[src/rtl/roach_reset_sequencer.sv]
// roach_reset_sequencer
// Power-up and recovery reset sequencer that sits after the ROACH clock
// infrastructure. It waits for a stable clock lock, pulses the IDELAYCTRL
// reset, waits for calibration and then releases the design-wide sys_rst.
// The sequence re-runs on loss of lock, loss of IDELAY calibration, or a
// software reset pulse.
//
// Optional build macro: RESET_SEQ_LOCK_LOSS_CNT_EN
//   defined   -> lock_loss_count counts 1->0 edges of the synchronized lock
//                and saturates at 255
//   undefined -> lock_loss_count is tied to zero and no counter is built
module roach_reset_sequencer #(
    parameter int SYNC_STAGES        = 2,
    parameter int LOCK_SETTLE_CYCLES = 1024,
    parameter int IDELAY_RST_CYCLES  = 16,
    parameter int RDY_TIMEOUT        = 4096,
    parameter int RELEASE_CYCLES     = 8
) (
    input  logic       sys_clk,
    input  logic       sys_rst_n,
    input  logic       sys_clk_lock,
    input  logic       idelay_rdy,
    input  logic       sw_rst,
    output logic       idelay_rst,
    output logic       sys_rst,
    output logic       seq_ready,
    output logic [2:0] seq_state,
    output logic [3:0] retry_count,
    output logic [7:0] lock_loss_count
);

    typedef enum logic [2:0] {
        WAIT_LOCK = 3'd0,
        SETTLE    = 3'd1,
        IDLY_RST  = 3'd2,
        WAIT_RDY  = 3'd3,
        RELEASE   = 3'd4,
        RUN       = 3'd5
    } state_e;

    // Terminal counts: a timed state of length N exits when the counter hits N-1.
    localparam logic [15:0] SETTLE_LAST  = 16'(LOCK_SETTLE_CYCLES - 1);
    localparam logic [15:0] IRST_LAST    = 16'(IDELAY_RST_CYCLES - 1);
    localparam logic [15:0] TIMEOUT_LAST = 16'(RDY_TIMEOUT - 1);
    localparam logic [15:0] RELEASE_LAST = 16'(RELEASE_CYCLES - 1);

    // Kept as a plain vector so that the illegal encodings 6 and 7 are representable.
    logic [2:0]             state;
    logic [2:0]             state_nxt;
    logic [15:0]            cnt;
    logic                   timeout;
    logic [SYNC_STAGES-1:0] lock_sync;
    logic [SYNC_STAGES-1:0] rdy_sync;
    logic                   lock_s;
    logic                   rdy_s;

    function automatic logic [3:0] sat_inc4(input logic [3:0] v);
        return (v == 4'hF) ? v : v + 4'd1;
    endfunction

    assign lock_s    = lock_sync[SYNC_STAGES-1];
    assign rdy_s     = rdy_sync[SYNC_STAGES-1];
    assign seq_state = state;

    // Bring the asynchronous lock and ready inputs into the sys_clk domain.
    always_ff @(posedge sys_clk or negedge sys_rst_n) begin
        if (!sys_rst_n) begin
            lock_sync <= '0;
            rdy_sync  <= '0;
        end else begin
            lock_sync <= {lock_sync[SYNC_STAGES-2:0], sys_clk_lock};
            rdy_sync  <= {rdy_sync[SYNC_STAGES-2:0], idelay_rdy};
        end
    end

    // Next-state decode; loss of lock overrides every other condition.
    always_comb begin
        state_nxt = state;
        timeout   = 1'b0;
        if (state != WAIT_LOCK && !lock_s) begin
            state_nxt = WAIT_LOCK;
        end else begin
            case (state)
                WAIT_LOCK: if (lock_s) state_nxt = SETTLE;
                SETTLE:    if (cnt == SETTLE_LAST) state_nxt = IDLY_RST;
                IDLY_RST:  if (cnt == IRST_LAST) state_nxt = WAIT_RDY;
                WAIT_RDY: begin
                    if (rdy_s) begin
                        state_nxt = RELEASE;
                    end else if (cnt == TIMEOUT_LAST) begin
                        state_nxt = IDLY_RST;
                        timeout   = 1'b1;
                    end
                end
                RELEASE:   if (cnt == RELEASE_LAST) state_nxt = RUN;
                RUN: begin
                    if (!rdy_s) begin
                        state_nxt = IDLY_RST;
                    end else if (sw_rst) begin
                        state_nxt = RELEASE;
                    end
                end
                default:   state_nxt = WAIT_LOCK;
            endcase
        end
    end

    // State, shared timer and Moore outputs registered from the next state.
    always_ff @(posedge sys_clk or negedge sys_rst_n) begin
        if (!sys_rst_n) begin
            state       <= WAIT_LOCK;
            cnt         <= '0;
            idelay_rst  <= 1'b1;
            sys_rst     <= 1'b1;
            seq_ready   <= 1'b0;
            retry_count <= '0;
        end else begin
            state      <= state_nxt;
            // Every transition lands in a different state, so a state change is an entry.
            cnt        <= (state_nxt != state) ? 16'd0 : cnt + 16'd1;
            idelay_rst <= (state_nxt == WAIT_LOCK) || (state_nxt == SETTLE) ||
                          (state_nxt == IDLY_RST);
            sys_rst    <= (state_nxt != RUN);
            seq_ready  <= (state_nxt == RUN);
            if (timeout) begin
                retry_count <= sat_inc4(retry_count);
            end
        end
    end

`ifdef RESET_SEQ_LOCK_LOSS_CNT_EN
    logic       lock_s_d;
    logic [7:0] lock_loss_q;

    function automatic logic [7:0] sat_inc8(input logic [7:0] v);
        return (v == 8'hFF) ? v : v + 8'd1;
    endfunction

    // Count falling edges of the synchronized lock; cleared only by sys_rst_n.
    always_ff @(posedge sys_clk or negedge sys_rst_n) begin
        if (!sys_rst_n) begin
            lock_s_d    <= 1'b0;
            lock_loss_q <= '0;
        end else begin
            lock_s_d <= lock_s;
            if (lock_s_d && !lock_s) begin
                lock_loss_q <= sat_inc8(lock_loss_q);
            end
        end
    end

    assign lock_loss_count = lock_loss_q;
`else
    assign lock_loss_count = 8'd0;
`endif

endmodule

[config.mk]
export PLATFORM = sky130hd
export DESIGN_NAME = roach_reset_sequencer
export DESIGN_NICKNAME = d
export VERILOG_FILES = /design/src/rtl/roach_reset_sequencer.sv
export SDC_FILE = /design/constraint.sdc
export NUM_CORES = 1
export LEC_CHECK = 0
export ABC_AREA = 1
export CELL_PAD_IN_SITES_DETAIL_PLACEMENT = 1
export CELL_PAD_IN_SITES_GLOBAL_PLACEMENT = 1
export CORE_UTILIZATION = 45
export CTS_BUF_LIST = sky130_fd_sc_hd__clkbuf_4 sky130_fd_sc_hd__clkbuf_8
export DETAILED_ROUTE_END_ITERATION = 8
export GPL_TIMING_DRIVEN = 0
export PLACE_DENSITY_LB_ADDON = 0.1
export SLEW_MARGIN = 25
export SYNTH_ARGS = -nofsm -noshare
export SYNTH_HDL_FRONTEND = slang
export SYNTH_SLANG_ARGS = --single-unit
export TNS_END_PERCENT = 10
[constraint.sdc]
create_clock -name sys_clk -period 2.8 [get_ports sys_clk]
set_input_delay 0.84 -clock sys_clk [delete_from_list [all_inputs] [get_ports sys_clk]]
set_output_delay 0.84 -clock sys_clk [all_outputs]
set_load 0.01 [all_outputs]
==> impl_results.md <==
* Status: completed
* Syn Inst Count at 193
* Register area share after synthesis at 0.458
* Area added between synthesis and finish at 16.2%
* Net count, final at 228
* Synth Flop Type: dfrtp_1
* Initial Util at 0.481
* Synthesized flop and latch total at 30
* CTS resizes at 0
* Initial antenna violation count at 0
* CTS Hold Bufs at 0
* Post-CTS Setup Bufs at 0
* Uppermost layer routed: met4
* Worst-Skew Late Latency at 310 ps
* Max-cap violations at 0
* CP delay by family, top: buffers and inverters
* CTS root buf: clkbuf_4
* Crit path max fanout at 7
* Final setup fails at 0
* CTS tree: done
* Gpl congestion at 0.834
* Commonest non-fill, non-tap cell in the layout: nand2_1
* Clk buf depth at 2
* Chip height at 62.4 um
* Die ar. at 0.00390 mm^2
* Tightest Hold Check Type: reg2reg
* Post-synth cell types at 28
* Mapped cell area at 0.00164 mm^2
* Layout fillers at 440
* Critical path startpoint: seq_state[2]
* Min cycle time layout at 2210 ps
* WL/cell at 12.2 um
* M1 WL at 1.39 mm
* Vias per cell at 4.87
* Vias in the first global route at 1,432
* Largest net degree at the start of global routing at 31
* Synthesis Warnings at 0
* Startpoint types: flip-flop
* Share of post-route cells with drive strength above 1 at 0.204
* Post-DRT Antenna Nets at 0
* Reg clk slew, reported paths at 90 ps
* Hold path startpoint: lock_sync[0]
* Final WS setup at 593 ps
* I/O Pins at 23
* Dpl ws at 273 ps
* Worst-Margin Slew at 662 ps
* # DRC at 0
* Worst path arrival time at 1370 ps
* Worst setup path class: reg2out
* Final wirelength at 3.25 mm
* Fin. Hold Viols at 0
* CTS Sinks at 30
* Starting DRT DRC Count at 25
* Total congestion overflow at 0
* Total Routing Usage GR at 0.202
* Total power at 1.04 mW
* TritonCTS buffer count at 5
* Slew Limit Fails at 0
* Clock Skew at 6.74 ps
* CORE AREA at 0.00342 mm^2
* Hold slack at 355 ps
* Vias at 1,300
* Async SR Flop Fraction at 1.00
* Unrepaired setup endpoints after global routing: no
* Buffers and inverters on the worst path at 1
* Final Cycle Share at 0.788
* TritonRoute pass-1 iters at 4
* First-pass GRT wire length at 6.13 mm
* Detailed Place HPWL at 2.61 mm
* Pwr/cell area at 547 mW/mm^2
* DR WL met2 at 1.71 mm
* Peak supply drop at 0.440 mV
* Critical R2R Launch: cnt[0]
* Syn_area_per_cell at 8.52 um^2
* Fmax at 0.453 GHz
* Fin util at 0.559
* Worst setup EP type: primary output
* WL met3 at 119 um
* Die width at 62.4 um
* Worst slew margin at 0.558
* Most frequent cells in the layout: 33 x nand2_1, 29 x nor2_1, 28 x dfrtp_1, 25 x inv_1, 13 x clkdlybuf4s50_1
* Slowest stage delay, CP at 580 ps
* Worst endpoint required time at 1960 ps
* Crit-path slowest cell: clkdlybuf4s50_1
* H-Tree Depth at 2
* Final TNS setup at 0 ps
* Critical-path cell list: clkdlybuf4s50_1
* Diodes inserted at 0
* Leak pwr at 0.945 nW
* Port bufs at 14
* # rows at 21
* EDFF count, synth at 0
[final cells by class]
type / count / area [um^2] / area share
Buffer: 9 / 75.1 / 0.0393
Clock buffer: 5 / 37.5 / 0.0196
Clock inverter: 2 / 10.0 / 0.00524
Inverter: 28 / 105 / 0.0550
Multi-Input combinational cell: 133 / 737 / 0.386
Sequential cell: 30 / 753 / 0.394
Tap cell: 46 / 57.6 / 0.0301
Timing Repair Buffer: 14 / 135 / 0.0707
[per-stage QoR]
stage	instances	cell area, um^2
after floorplan	200	1670
after global placement	260	1870
after detailed placement	260	1860
after CTS	267	1910
after global routing	267	1910
final	267	1910
[logic make-up after synthesis]
| kind of cell | Yosys count | share of synthesized area |
|---|---|---|
| XOR/XNOR | 13 | 0.0693 |
| flip-flops | 30 | 0.458 |
| buffers and inverters | 37 | 0.110 |
| other | 1 | 0.00228 |
| AO/OA/AOI/OAI | 8 | 0.0304 |
| AND/OR/NAND/NOR | 101 | 0.308 |
| multiplexers | 1 | 0.00685 |
| adder cells (fa/ha/maj) | 2 | 0.0152 |
[path summary, 6_finish.rpt]
| path | endpoint | slack [ps] | cells after the start |
|---|---|---|---|
| worst min-delay path | lock_sync[1] | 360 | 0 |
| worst max-delay path | seq_state[2] | 590 | 1 |
| worst max register to register | cnt[8] | 750 | 11 |
| min in group asynchronous | cnt[6] | 540 | 1 |
| max in group asynchronous | rdy_sync[1] | 1820 | 1 |
| worst min register to register | lock_sync[1] | 360 | 0 |
[where the power goes]
part / internal (mW) / switching (mW)
logic: 0.112 / 0.199
registers: 0.464 / 0.0391
clock network: 0.0901 / 0.140
[sequential cells by signal, summed over array words and instances (netlist names)]
signal,cells
idelay_rst,1
retry_count,4
seq_ready,1
cnt,16
rdy_sync,2
seq_state,3
lock_sync,2
sys_rst,1
[synthesized netlist by cell type, types with 2 or more instances]
library cell	instances	area, um^2
o21ai_0	3	15.0
nor3_1	5	25.0
nor2_4	3	33.8
xor2_1	9	78.8
nand3_2	3	30.0
inv_2	3	11.3
dfstp_2	2	52.6
xnor2_1	4	35.0
ha_1	2	25.0
a21oi_1	2	10.0
nand2_1	33	124
nand2_2	2	12.5
inv_1	25	93.8
nor2_2	10	62.6
nand3_4	2	35.0
buf_4	8	60.1
nor2_1	29	109
dfrtp_1	28	701
nand3_1	11	55.1
[routing by layer]
metal	GRT usage	vias up
met5	0	-
met4	0.0756	0
met3	0.0584	4
met2	0.359	29
met1	0.227	639
li1	-	628
Note: power is estimated with default switching activity, not from simulation.
